$ cat config.mk
export PLATFORM = sky130hd
export DESIGN_NAME = demux_1to16_reg
export DESIGN_NICKNAME = d
export VERILOG_FILES = /design/src/rtl/demux_1to16_reg.sv
export SDC_FILE = /design/constraint.sdc
export NUM_CORES = 1
export LEC_CHECK = 0
export CORE_MARGIN = 10
export CORE_UTILIZATION = 31
export CTS_BUF_LIST = sky130_fd_sc_hd__clkbuf_8
export CTS_CLUSTER_DIAMETER = 30
export DETAILED_ROUTE_END_ITERATION = 8
export HOLD_SLACK_MARGIN = 0.08
export RECOVER_POWER = 100
export SYNTH_ARGS = -nofsm -noshare
export SYNTH_HDL_FRONTEND = slang
export SYNTH_SLANG_ARGS = --single-unit
export TNS_END_PERCENT = 1
$ cat constraint.sdc
create_clock -name clk -period 7.8 [get_ports clk]
set_input_delay 1.56 -clock clk [delete_from_list [all_inputs] [get_ports clk]]
set_output_delay 1.56 -clock clk [all_outputs]
set_load 0.05 [all_outputs]
$ cat src/rtl/demux_1to16_reg.sv
// demux_1to16_reg: registered 1-to-16 byte distributor with a valid/ready input,
// per-channel full flags cleared by downstream acks, and a sequential write pointer.
module demux_1to16_reg #(
    parameter int WIDTH = 8
) (
    input  logic             clk,
    input  logic             rst_n,
    input  logic [WIDTH-1:0] din,
    input  logic             din_valid,
    output logic             din_ready,
    input  logic [3:0]       sel,
    input  logic             mode,
    input  logic             flush,
    input  logic [15:0]      ack,
    output logic [WIDTH-1:0] Q0,
    output logic [WIDTH-1:0] Q1,
    output logic [WIDTH-1:0] Q2,
    output logic [WIDTH-1:0] Q3,
    output logic [WIDTH-1:0] Q4,
    output logic [WIDTH-1:0] Q5,
    output logic [WIDTH-1:0] Q6,
    output logic [WIDTH-1:0] Q7,
    output logic [WIDTH-1:0] Q8,
    output logic [WIDTH-1:0] Q9,
    output logic [WIDTH-1:0] Q10,
    output logic [WIDTH-1:0] Q11,
    output logic [WIDTH-1:0] Q12,
    output logic [WIDTH-1:0] Q13,
    output logic [WIDTH-1:0] Q14,
    output logic [WIDTH-1:0] Q15,
    output logic [15:0]      full,
    output logic [3:0]       ptr
);

    logic [15:0][WIDTH-1:0] q_q, q_d;
    logic [15:0]            full_q, full_d;
    logic [3:0]             ptr_q, ptr_d;
    logic [3:0]             target;
    logic                   accept;

    // Pick the target channel and decide whether it can take a byte this cycle;
    // an ack on the target frees it in the same cycle so a channel can be refilled every cycle.
    always_comb begin
        target    = mode ? ptr_q : sel;
        din_ready = ~flush & (~full_q[target] | ack[target]);
        accept    = din_valid & din_ready;
    end

    // Next-state: acks clear flags, a write sets its flag after acks so the write wins,
    // and flush clears every flag and the pointer while leaving the data registers alone.
    always_comb begin
        q_d    = q_q;
        full_d = full_q & ~ack;
        ptr_d  = ptr_q;
        if (flush) begin
            full_d = '0;
            ptr_d  = '0;
        end else if (accept) begin
            q_d[target]    = din;
            full_d[target] = 1'b1;
            if (mode) begin
                ptr_d = ptr_q + 4'd1;
            end
        end
    end

    // State registers; reset wipes all held data immediately.
    always_ff @(posedge clk or negedge rst_n) begin
        if (!rst_n) begin
            q_q    <= '0;
            full_q <= '0;
            ptr_q  <= '0;
        end else begin
            q_q    <= q_d;
            full_q <= full_d;
            ptr_q  <= ptr_d;
        end
    end

    assign full = full_q;
    assign ptr  = ptr_q;
    assign Q0   = q_q[0];
    assign Q1   = q_q[1];
    assign Q2   = q_q[2];
    assign Q3   = q_q[3];
    assign Q4   = q_q[4];
    assign Q5   = q_q[5];
    assign Q6   = q_q[6];
    assign Q7   = q_q[7];
    assign Q8   = q_q[8];
    assign Q9   = q_q[9];
    assign Q10  = q_q[10];
    assign Q11  = q_q[11];
    assign Q12  = q_q[12];
    assign Q13  = q_q[13];
    assign Q14  = q_q[14];
    assign Q15  = q_q[15];

endmodule

==> metrics, run 1 <==
max reg flops=16; # Post-CTS Setup Buffers=0; Syn-to-layout area delta=35.9%; Crit. End Element=primary output; Mapped Avg Cell Area=14.8 µm²; Post-Route Skew=approximately 0.022 ns; FF-to-FF path depth=7; delay-heaviest family, CP=buffers and inverters; CP Max Fanout=19; Overflow after GRT=0; DRC viols=0; Tightest Pin Transition=about 4.2 ns; Mapped Nets=around 470; final setup vio count=0; RePlAce Congestion=0.893; fraction of registers with async set/reset=1.00; hold buffers post-CTS=0; Via density=roughly 4.9; status=complete, but fails checks; dpl hpwl=~15 mm; initial core utilization=0.316; dpl cells=slightly below 900; CP Cell Sequence=dlygate4sd3_1 -> mux2i_1 -> mux2_2 -> a221o_1 -> a222oi_1 -> a21oi_1 -> dlygate4sd3_1; Final #Nets=652; Slew Viols, Final=about 180; total CTS buffers=17; Post-synth EDFFs=0; TritonCTS clock tree=built; Max-slew headroom=-1.78; multi-input logic area=about 2400 µm²; WP data arrival=between 5 and 6 ns; DIE AREA=between 20000 and 30000 µm²; CP Depth=7; crit start category=primary input; port buffer count=roughly 180; layout cell share with drive strength beyond 1=0.279; Clock Path Buffers=2; CTS H-tree depth=4; Period minus WS final=approximately 7 ns; synthesized flop and latch total=between 100 and 150; hold depth=1; FF+latch area=between 3000 and 4000 µm²; clock tree sinks=around 150; Final Hold Fails=0; fill cell count=~1900; wire per inst=between 20 and 25 µm; Max VDD drop=between 100 and 150 µV; Root Driver=clkbuf_8; Finished Layout Cells=roughly 900; cell mode on critical path=dlygate4sd3_1; Core Area=around 20000 µm²; final setup margin=~0.95 ns; CTS-repair resized insts=0; P per Cell Area=approximately 270 nW/µm²; die height=164 µm; mapped cell area=6410 µm²; final hold slack=approximately 0.49 ns; vias in the first global route=4834; # IOs=~180; Clk pin slew, worst setup/hold paths=0.08 ns; first-pass GRT wire length=roughly 31 mm; static leakage=approximately 4.2 nW; period utilization=0.878; max_cap viols=5; DR vias=between 4000 and 5000; setup TNS=0 ns; total wire length=between 20 and 25 mm; drt first-iter violations=around 300; initial antenna violation count=0; worst min path class=register to register; Worst EP required=6.24 ns; Cells after Synth=434; pre-CTS WS=about 1.2 ns; Crit Path Category=primary input to primary output; Synth warnings=0; gr usage total=0.155; Max Freq=146 MHz; DR pass1 iterations=4; Crit-path slowest cell=dlygate4sd3_1; WP buf/inv=2; Cell Rows=52; Final ANT Viol Nets=0; post-synthesis sequential area ratio=0.578; Distinct cells, synth=46; slowest stage delay, CP=1.00 ns; top_reg_cell synth=dfrtp_1; failing checks=capacitance limit, slew limit; width of the die=164 µm; clk_lat worst skew=approximately 0.46 ns; RSZ-0062 raised after global routing=false; largest net degree at the start of global routing=77
==> cell families (layout without fill, tap and decap cells) <==
| group | Yosys count | count (layout) | synth area share |
|---|---|---|---|
| multiplexers | 143 | 143 | 0.259 |
| adder cells (fa/ha/maj) | 1 | 1 | 0.00195 |
| flip-flops | 148 | 148 | 0.578 |
| buffers and inverters | 23 | 220 | 0.0205 |
| AO/OA/AOI/OAI | 47 | 47 | 0.0732 |
| AND/OR/NAND/NOR | 72 | 72 | 0.0676 |
| other | 0 | 1 | 0 |
==> placed cells by master, fill, tap and decap left out, types with 8 or more instances in the layout <==
master / netlist / layout
dlygate4sd3_1: 0 / 150
dfrtp_1: 148 / 148
mux2_2: 126 / 121
clkdlybuf4s50_1: 0 / 30
clkbuf_8: 0 / 18
a21oi_1: 3 / 16
nor3b_1: 15 / 15
or2_2: 14 / 14
nand3_1: 14 / 14
mux2_1: 8 / 13
nor2_1: 9 / 9
o21ai_0: 8 / 8
==> worst register-to-register path, cell delays in order, from the launching register on <==
cell and delay, ns:
dfrtp_1 0.51, mux2i_1 0.64, mux2_2 0.30, a221o_1 0.14
a222oi_1 0.08, clkbuf_1 0.43, a2111oi_0 2.44, mux2_2 0.48
==> synth_stat cells, types with 2 or more instances <==
cell	instances	share of area
a21oi_4	6	0.015
nand2_1	3	0.0018
nor2_1	9	0.0053
a21o_1	4	0.0047
clkbuf_1	12	0.0070
mux2_2	126	0.22
nand2b_1	3	0.0029
nand3_1	14	0.011
o32ai_1	2	0.0027
mux4_2	4	0.014
a21oi_1	3	0.0023
buf_2	2	0.0016
a2111oi_4	3	0.013
a21oi_2	7	0.0096
nor3b_1	15	0.018
inv_1	4	0.0023
and3b_1	3	0.0041
or2_2	14	0.014
mux2i_1	3	0.0047
nand4_1	2	0.0020
mux2_1	8	0.014
o21a_1	4	0.0047
o21ai_0	8	0.0062
buf_6	3	0.0053
dfrtp_1	148	0.58
nor2b_1	4	0.0039
==> per-stage QoR <==
stage	power (mW)	cell area [µm²]	utilization
2_1_floorplan	1.52	6410	-
3_3_place_gp	1.85	8460	0.417
3_5_place_dp	1.86	8460	0.417
4_1_cts	2.48	8860	0.437
5_1_grt	2.49	8700	0.429
6_report	2.38	8710	0.429
==> cell type report <==
class	count	share of cell area
Timing Repair Buffer	184	0.209
Clock buffer	18	0.0285
Sequential cell	148	0.425
Antenna cell	1	0.000287
Tap cell	270	0.0388
Multi-Input combinational cell	263	0.279
Inverter	4	0.00172
Clock inverter	14	0.0174
==> where the power goes <==
group / leakage [nW] / total (mW) / internal (mW) / switching (mW)
Combinational: 2.06 / 0.830 / 0.257 / 0.573
Clock: 0.194 / 0.607 / 0.296 / 0.311
Sequential: 1.96 / 0.947 / 0.883 / 0.0646
Total: 4.21 / 2.38 / 1.44 / 0.949
==> layer usage <==
layer,routed length (µm),track usage,part of all wire,up-vias
met4,395,0.0548,0.019,0
met5,0,0,0,-
met1,8950,0.197,0.43,2283
met2,9560,0.237,0.46,158
met3,1710,0.0581,0.083,19
li1,-,-,-,1947
==> path summary, 6_finish.rpt <==
check	end	slack, ns	startpoint
min	Q11[3]$_DFFE_PN0P_	0.49	Q11[3]$_DFFE_PN0P_
max in group asynchronous	Q13[3]$_DFFE_PN0P_	1.86	rst_n
max	din_ready	0.95	mode
min reg2reg	Q11[3]$_DFFE_PN0P_	0.49	Q11[3]$_DFFE_PN0P_
max reg2reg	Q8[3]$_DFFE_PN0P_	2.67	ptr[0]$_DFFE_PN0P_
min in group asynchronous	Q0[5]$_DFFE_PN0P_	2.56	rst_n
Power figures use the tool's default switching activity.
==> run 2, diff against run 1 <==
--- a/config.mk
+++ b/config.mk
@@ -10,8 +10,11 @@
 export CTS_BUF_LIST = sky130_fd_sc_hd__clkbuf_8
 export CTS_CLUSTER_DIAMETER = 30
 export DETAILED_ROUTE_END_ITERATION = 8
+export GPL_ROUTABILITY_DRIVEN = 0
+export GPL_TIMING_DRIVEN = 0
 export HOLD_SLACK_MARGIN = 0.08
 export RECOVER_POWER = 100
+export SKIP_LAST_GASP = 1
 export SYNTH_ARGS = -nofsm -noshare
 export SYNTH_HDL_FRONTEND = slang
 export SYNTH_SLANG_ARGS = --single-unit
==> run 2 against run 1 <==
- the run still ends with capacitance limit, slew limit left
- wire length is 2.5% lower
- first-iteration DRC count down 36%
- final cell count is 1.6% higher
- utilization up 0.42 points
- worst hold slack improved by 0.0035 ns
- global-route usage down 0.38 points
- combinational power up 1%
- flip-flop and latch count did not move
- register-to-register slack worse by 0.25 ns
- power grew 1.2%
- non-clock buffer count is 15 higher
- largest cell class unchanged
==> metrics, run 2 (synthesized netlist as in run 1, its figures left out) <==
status=complete, but fails checks; failing checks=capacitance limit, slew limit; Cell Rows=52 (unchanged); r2r startpoint=ptr[0]$_DFFE_PN0P_; Max VDD drop=152 µV (+16%); period utilization=0.903 (+0.0245); commonest cells after routing, fill and taps aside=dlygate4sd3_1, dfrtp_1, mux2_2; clk_lat worst skew=0.44 ns (-0.02 ns); drt first-iter violations=198 (-36%); Tightest Pin Transition=3.47 ns (-0.696 ns); Worst EP required=6.24 ns (about the same); die height=164 µm (unchanged); worst min path class=register to register; DR pass1 iterations=5 (+1); Final Hold Fails=0 (unchanged); # IOs=182 (unchanged); WP data arrival=5.48 ns (+0.19 ns); commonest non-fill, non-tap cell in the layout=dlygate4sd3_1; Pwr Total=2.41 mW (+1.2%); total CTS buffers=17 (unchanged); Hold Crit Start=Q12[0]$_DFFE_PN0P_; width of the die=164 µm (unchanged); Finished Layout Cells=916 (+1.6%); DRC viols=0 (unchanged); layout cell share with drive strength beyond 1=0.272 (-0.00648); Slew Viols, Final=181 (unchanged); RSZ-0062 raised after global routing=false; Max Freq=142 MHz (-2.7%); wire per inst=22.0 µm (-4.0%); Clock Path Buffers=2 (unchanged); gr usage total=0.151 (-0.00380); max reg flops=16 (unchanged); clock tree sinks=148 (unchanged); dpl cells=884 (+1.7%); Syn-to-layout area delta=37.2%; vias in the first global route=4860 (+0.54%); Core Area=20300 µm² (unchanged); TritonCTS clock tree=built; dpl hpwl=14.9 mm (-0.51%); largest net degree at the start of global routing=87 (+13%); total wire length=20.1 mm (-2.5%); DR vias=4501 (+2.1%); Crit Path Category=primary input to primary output; P per Cell Area=275 nW/µm² (+0.22%); Final #Nets=667 (+2.3%); hold buffers post-CTS=0 (unchanged); Via density=4.91 (+0.57%); Period minus WS final=7.04 ns (+0.191 ns); initial core utilization=0.316 (unchanged); CTS H-tree depth=4 (unchanged); CP Max Fanout=10 (-9); CTS-repair resized insts=0 (unchanged); Post-Route Skew=0.0132 ns (-0.00846 ns); static leakage=4.25 nW (+0.89%); # Post-CTS Setup Buffers=0 (unchanged); Crit. End Element=primary output; Clk pin slew, worst setup/hold paths=0.09 ns (about the same); final core utilization=0.433 (+0.00419); CP startpoint=sel[0]; crit start category=primary input; DIE AREA=26800 µm² (unchanged); Max-slew headroom=-1.32 (+0.458); initial antenna violation count=0 (unchanged); max_cap viols=5 (unchanged); Root Driver=clkbuf_8; ant diodes=0 (-1); final setup vio count=0 (unchanged); port buffer count=179 (-1.1%); first-pass GRT wire length=30.6 mm (-2.1%); Overflow after GRT=0 (unchanged); Final ANT Viol Nets=0 (unchanged)
[run 2: cell count changes in the layout (fill, tap and decap cells not counted), sizes merged]
cell           previous run  this run
buf                       1         6
bufinv                    2         3
clkbuf                   21        33
clkdlybuf4s50            30        28
clkinv                    3         2
clkinvlp                  4         5
diode                     1         0
inv                       9         8
[run 2: layout make-up]
class                           instances  area [µm²]
Timing Repair Buffer                  180        1790
Multi-Input combinational cell        263        2410
Sequential cell                       148        3700
Clock inverter                         14         173
Clock buffer                           18         248
Inverter                                4        15.0
Fill cell                            1939       11500
Buffer                                 19         113
Tap cell                              270         338
[run 2: path summary, 6_finish.rpt]
check	to	slack, ns	depth (start not counted)
setup / recovery	din_ready	0.76	9
hold / removal	Q12[0]$_DFFE_PN0P_	0.49	1
setup reg to reg	Q0[7]$_DFFE_PN0P_	2.42	7
hold reg to reg	Q12[0]$_DFFE_PN0P_	0.49	1
max in group asynchronous	Q2[4]$_DFFE_PN0P_	2.16	2
min in group asynchronous	Q0[5]$_DFFE_PN0P_	2.24	1
[run 2: metal layers]
layer	share of wire	vias up	track usage
li1	-	1985	-
met1	0.42	2304	0.181
met2	0.47	182	0.241
met3	0.092	30	0.0661
met4	0.017	0	0.0435
met5	0	-	0
[run 2: through the flow]
| step | hold WS, ns | setup slack [ns] | setup TNS, ns | cell area, µm² |
|---|---|---|---|---|
| global placement | 0.471 | -0.676 | -98.50 | 8540 |
| floorplan | 0.825 | 2.27 | 0 | 6410 |
| finish | 0.490 | 0.760 | 0 | 8790 |
| detailed placement | 0.484 | 1.06 | 0 | 8570 |
| global route | 0.516 | 0.599 | 0 | 8790 |
| CTS | 0.505 | 1.05 | 0 | 8990 |
[run 2: where the power goes]
group / switching, mW / total, mW / internal, mW
clock: 0.305 / 0.633 / 0.328
sequential: 0.0594 / 0.942 / 0.882
combinational: 0.577 / 0.838 / 0.261
total: 0.942 / 2.41 / 1.47
[run 2: worst max-delay path: stages]
cell and delay [ns]:
dlygate4sd3_1 0.65, mux2i_1 0.63, mux2_2 0.42, a221o_1 0.36, a222oi_1 0.32, clkbuf_1 0.44, buf_12 0.19, a21oi_1 0.10
dlygate4sd3_1 0.81
